File: src/rtl/aurora_cmd_pkg.sv
// aurora_cmd_pkg: shared state encoding and constants for the Aurora command WISHBONE sequencer.
package aurora_cmd_pkg;
    typedef enum logic [1:0] {IDLE, BUS, DONE} state_t;
    localparam int          CMD_READ_BIT = 31;
    localparam logic [31:0] ERR_DATA_DEF = 32'hDEADDEAD;
endpackage

File: src/rtl/aurora_wb_timeout.sv
// aurora_wb_timeout: BUS watchdog; reloads on BUS entry and pulses o_expire in the last allowed cycle.
module aurora_wb_timeout
    import aurora_cmd_pkg::*;
#(
    parameter int CYCLES = 1024
) (
    input  logic i_clk,
    input  logic i_rst,
    input  logic i_load,
    input  logic i_run,
    output logic o_expire
);
    localparam int W = $clog2(CYCLES);
    logic [W-1:0] r_cnt;
    always_ff @(posedge i_clk or posedge i_rst) begin
        if (i_rst) r_cnt <= '0;
        else if (i_load) r_cnt <= W'(CYCLES - 1);
        else if (i_run && r_cnt != '0) r_cnt <= r_cnt - W'(1);
    end
    assign o_expire = i_run && r_cnt == '0;
endmodule

File: src/rtl/aurora_cmd_wbctl.sv
// aurora_cmd_wbctl: drains Aurora command address/data streams into single WISHBONE classic cycles.
// Define AURORA_WB_TIMEOUT_EN to abort BUS cycles that stall for TIMEOUT_CYCLES.
module aurora_cmd_wbctl
    import aurora_cmd_pkg::*;
#(
    parameter int          ADDR_BITS      = 22,
    parameter logic [31:0] ERR_DATA       = ERR_DATA_DEF,
    parameter int          TIMEOUT_CYCLES = 1024
) (
    input  logic                 aclk,
    input  logic                 areset,
    input  logic [31:0]          s_cmd_addr_tdata,
    input  logic                 s_cmd_addr_tvalid,
    output logic                 s_cmd_addr_tready,
    input  logic [31:0]          s_cmd_data_tdata,
    input  logic                 s_cmd_data_tvalid,
    output logic                 s_cmd_data_tready,
    output logic                 wb_cyc_o,
    output logic                 wb_stb_o,
    output logic                 wb_we_o,
    output logic [ADDR_BITS-1:0] wb_adr_o,
    output logic [31:0]          wb_dat_o,
    output logic [3:0]           wb_sel_o,
    input  logic [31:0]          wb_dat_i,
    input  logic                 wb_ack_i,
    input  logic                 wb_err_i,
    output logic [31:0]          m_resp_tdata,
    output logic                 m_resp_tvalid,
    input  logic                 m_resp_tready,
    output logic [7:0]           bus_err_count
);
    state_t               r_state;
    logic                 r_cyc, r_we, r_resp_valid;
    logic [ADDR_BITS-1:0] r_adr;
    logic [31:0]          r_dat, r_resp_data;
    logic [7:0]           r_err_cnt;
    logic                 w_is_rd, w_rd_go, w_wr_go, w_launch, w_in_bus, w_timeout, w_fail, w_unused;

    if (TIMEOUT_CYCLES < 2) begin : g_bad_timeout
        $error("TIMEOUT_CYCLES must be at least 2");
    end

    assign w_unused = ^s_cmd_addr_tdata[31:ADDR_BITS];
    assign w_is_rd  = s_cmd_addr_tdata[CMD_READ_BIT];
    // A read may only launch when the response slot is free, so the bus never waits on the TX path.
    assign w_rd_go  = s_cmd_addr_tvalid && w_is_rd && !r_resp_valid;
    assign w_wr_go  = s_cmd_addr_tvalid && !w_is_rd && s_cmd_data_tvalid;
    assign w_launch = r_state == IDLE && (w_rd_go || w_wr_go);
    assign w_in_bus = r_state == BUS;
    assign w_fail   = wb_err_i || w_timeout;

    assign s_cmd_addr_tready = w_launch;
    assign s_cmd_data_tready = r_state == IDLE && w_wr_go;
    assign wb_cyc_o      = r_cyc;
    assign wb_stb_o      = r_cyc;
    assign wb_we_o       = r_we;
    assign wb_adr_o      = r_adr;
    assign wb_dat_o      = r_dat;
    assign wb_sel_o      = 4'hF;
    assign m_resp_tdata  = r_resp_data;
    assign m_resp_tvalid = r_resp_valid;
    assign bus_err_count = r_err_cnt;

`ifdef AURORA_WB_TIMEOUT_EN
    aurora_wb_timeout #(.CYCLES(TIMEOUT_CYCLES)) u_timeout (
        .i_clk   (aclk),
        .i_rst   (areset),
        .i_load  (w_launch),
        .i_run   (w_in_bus),
        .o_expire(w_timeout)
    );
`else
    assign w_timeout = 1'b0;
`endif

    always_ff @(posedge aclk or posedge areset) begin
        if (areset) begin
            r_state      <= IDLE;
            r_cyc        <= 1'b0;
            r_we         <= 1'b0;
            r_adr        <= '0;
            r_dat        <= '0;
            r_resp_valid <= 1'b0;
            r_resp_data  <= '0;
            r_err_cnt    <= '0;
        end else begin
            if (r_resp_valid && m_resp_tready) r_resp_valid <= 1'b0;
            case (r_state)
                IDLE: if (w_launch) begin
                    r_state <= BUS;
                    r_cyc   <= 1'b1;
                    r_we    <= !w_is_rd;
                    r_adr   <= s_cmd_addr_tdata[ADDR_BITS-1:0];
                    r_dat   <= s_cmd_data_tdata;
                end
                BUS: if (wb_ack_i || w_fail) begin
                    r_state <= DONE;
                    r_cyc   <= 1'b0;
                    if (w_fail && r_err_cnt != 8'hFF) r_err_cnt <= r_err_cnt + 8'd1;
                    if (!r_we) begin
                        r_resp_valid <= 1'b1;
                        r_resp_data  <= w_fail ? ERR_DATA : wb_dat_i;
                    end
                end
                default: r_state <= IDLE;
            endcase
        end
    end
endmodule

File: config.mk
export PLATFORM = sky130hd
export DESIGN_NAME = aurora_cmd_wbctl
export DESIGN_NICKNAME = d
export VERILOG_FILES = /design/src/rtl/aurora_cmd_pkg.sv /design/src/rtl/aurora_wb_timeout.sv /design/src/rtl/aurora_cmd_wbctl.sv
export SDC_FILE = /design/constraint.sdc
export NUM_CORES = 1
export LEC_CHECK = 0
export ABC_AREA = 1
export CORE_MARGIN = 1.5
export CORE_UTILIZATION = 43
export DETAILED_ROUTE_END_ITERATION = 8
export PLACE_DENSITY = 0.88
export SYNTH_ARGS = -nofsm -noshare
export SYNTH_HDL_FRONTEND = slang
export SYNTH_SLANG_ARGS = --single-unit
File: constraint.sdc
create_clock -name aclk -period 7.4 [get_ports aclk]
set_input_delay 1.48 -clock aclk [delete_from_list [all_inputs] [get_ports aclk]]
set_output_delay 1.48 -clock aclk [all_outputs]
set_load 0.01 [all_outputs]
==> summary.txt <==
Finish
  – Final instance area: 6320 sq um
  – Final core utilization: 67.8%
  – Fraction of layout cells with a size suffix above 1: 7.96%
  – Fin nets: 752
  – Antenna Cells: 0
  – Area Overhead vs Synth: 51.9%

Logic synthesis
  – Most common flop cell mapped by yosys: dfrtp_1
  – Synth async-reset ratio: 100%
  – Synth cell types: 22
  – Mean Syn Cell Area: roughly 9.0 sq um
  – Leading area contributor after synthesis: dfrtp_1
  – Synthesized cell area: approximately 4200 sq um
  – Synth area leaders: dfrtp_1 60%, nand2_1 21%, o21ai_2 4.6%
  – Post-synth top area share: 59.5%
  – Post-synth EDFFs: 0
  – Sequential share of the synthesized area: approximately three fifths
  – Yosys warns: 0
  – Yosys reg bits: 99
  – Post-Syn Instances: 465
  – Most frequent cells after synthesis: 237 x nand2_1, 99 x dfrtp_1, 29 x nor2_1, 22 x o21ai_2, 13 x o21ai_0
  – Top-count cell post-synth: nand2_1

Timing
  – Fmax: 0.200 GHz
  – Relative slew slack: 41.6%
  – Final setup viols: 0
  – Fin. Hold Viols: 0
  – Clk_skew: around 0.014 ns
  – Fin crit share: 67.6%
  – RSZ-0062 raised after global routing: false
  – Min cycle time layout: 5.00 ns
  – Max Slew Vio Count: 0
  – Tightest Pin Transition: 0.876 ns
  – Post-Route Setup TNS: 0 ns

Routing
  – Post-DR vias/cell: 4.66
  – DRC: 0
  – First-pass DRT Iterations: 4
  – WL/cell: 13.5 um
  – DR iter-0 viols: 108
  – Vias: about 3,600
  – WL final: 10.6 mm
  – Detail Route Antenna Nets: 0

CTS
  – CTS tree: done
  – Clk_lat worst skew: 0.36 ns
  – Hold buffers post-CTS: 0
  – Root Driver: clkbuf_8
  – Clock transition at the registers of the reported paths: about 0.090 ns
  – CTS buffer count: 9
  – Clk sink count: 99
  – Clock buffer depth: 2
  – H-tree levels: 3
  – Post-cts repair resize count: 0
  – Post-CTS setup buffers: 0

Critical path
  – Cell Chain, Critical Path: clkdlybuf4s50_1 > inv_1 > nand3_1 > nand2_1 > nand2_2 > inv_2 > clkdlybuf4s50_1
  – Worst path arrival time: 3.52 ns
  – CP dominant cell by count: clkdlybuf4s50_1
  – Critical Path Max Stage Delay: 0.69 ns
  – Startpoint class of the critical path: primary input
  – CP max FO: 56
  – Slowest-stage cell, CP: clkdlybuf4s50_1
  – Worst Path Class, Setup: in2out
  – Endpoint class of the critical path: output port
  – Critical Path RT: 5.92 ns

Global route
  – Antenna violations before repair: 0
  – Vias in the first global route: 3,658
  – Gr usage total: 21.2%
  – Grt ovf: 0
  – Largest net degree at the start of global routing: 66
  – Global-route wire length before repair: 17.0 mm

Place
  – HPWL Detailed: between 7 and 8 mm
  – Gpl congestion: 0.760
  – Port Buffers: 193
  – Placed cell area: just over 6000 sq um

Flow run
  – Max_cap viols: 0

Floorplan
  – Core ar.: about 9300 sq um
  – Starting Density: around 45%
  – Die area: 10,300 sq um
  – Row count: 35
  – Num ports: about 210
  – Die X-Extent: 101 um
  – Die height: 101 um

Power
  – PD cells: 384 nW/um^2
  – Maximum vdd ir drop: 186 uV
  – Lkg Pwr: 2.99 nW

Min path
  – HP Class: reg2reg

Run status
  – Status: completed
path summary, 6_finish.rpt:
| check | startpoint | depth (start not counted) | to | slack, ns |
|---|---|---|---|---|
| max | s_cmd_addr_tdata[31] | 7 | s_cmd_addr_tready | 2.40 |
| min | wb_dat_o[22]$_DFFE_PP0P_ | 2 | wb_dat_o[22]$_DFFE_PP0P_ | 0.48 |
| max reg2reg | r_state[0]$_DFFE_PP0P_ | 5 | wb_adr_o[2]$_DFFE_PP0P_ | 5.72 |
| min reg2reg | wb_dat_o[22]$_DFFE_PP0P_ | 2 | wb_dat_o[22]$_DFFE_PP0P_ | 0.48 |
| max in group asynchronous | areset | 3 | wb_dat_o[24]$_DFFE_PP0P_ | 4.77 |
| min in group asynchronous | areset | 2 | m_resp_tdata[28]$_DFFE_PP0P_ | 1.47 |
cells by family after synthesis:
family                   Yosys count  synth area share (%)
AO/OA/AOI/OAI                     37                  6.49
XOR/XNOR                           3                 0.631
adder cells (fa/ha/maj)            1                 0.301
buffers and inverters             42                  6.31
flip-flops                        99                  59.5
other                              1                0.0901
AND/OR/NAND/NOR                  282                  26.7
state kept, by name, indices dropped and copies added, names as in the netlist:
signal,count
wb_dat_o,32
m_resp_tvalid,1
wb_cyc_o,1
r_state,2
bus_err_count,8
wb_adr_o,22
m_resp_tdata,32
wb_we_o,1
critical path, delay by kind of cell:
family	cells	cell delay (ns)
AND/OR/NAND/NOR	3	0.18
buffers and inverters	4	1.85
layout make-up:
type / instances / area [sq um]
fill: 763 / 3000
sequential: 99 / 2480
timing repair buffer: 197 / 1960
multi-input combinational: 327 / 1440
tap: 129 / 161
clock buffer: 10 / 138
clock inverter: 6 / 93.8
inverter: 14 / 55.1
report_power, final:
group          internal, mW  switching [mW]  total [mW]
logic                 0.605           0.490        1.09
registers             0.792           0.146       0.938
clock network         0.203           0.195       0.398
total                  1.60           0.830        2.43
routing by layer:
layer  global-route usage [%]  wire [um]  share of wire, %  vias to the layer above
met2                     37.5       5320                50                      133
met3                     6.00        749               7.1                       18
met5                        0          0                 0                        -
li1                         -          -                 -                     1787
met1                     24.9       4310                41                     1705
met4                     7.05        206               1.9                        0
placed cells by master, fill, tap and decap left out, drive strengths merged:
| cell type | n |
|---|---|
| buf | 4 |
| bufinv | 2 |
| clkbuf | 10 |
| clkdlybuf4s50 | 193 |
| clkinvlp | 1 |
| conb | 4 |
| dfrtp | 99 |
| ha | 1 |
| inv | 17 |
| nand2 | 240 |
| nand3 | 7 |
| nand4 | 3 |
| nor2 | 32 |
| o21ai | 36 |
| o31ai | 1 |
| xnor2 | 1 |
| xor2 | 2 |
metrics by stage:
step	cells	hold slack, ns	total power [mW]	setup slack, ns
2_1_floorplan	468	0.514	1.41	3.33
3_3_place_gp	766	0.461	2.01	2.39
3_5_place_dp	766	0.464	2.05	2.39
4_1_cts	782	0.488	2.46	2.38
5_1_grt	782	0.507	2.59	2.22
6_report	782	0.484	2.43	2.40
No activity file was read; power rests on OpenSTA's default activity.
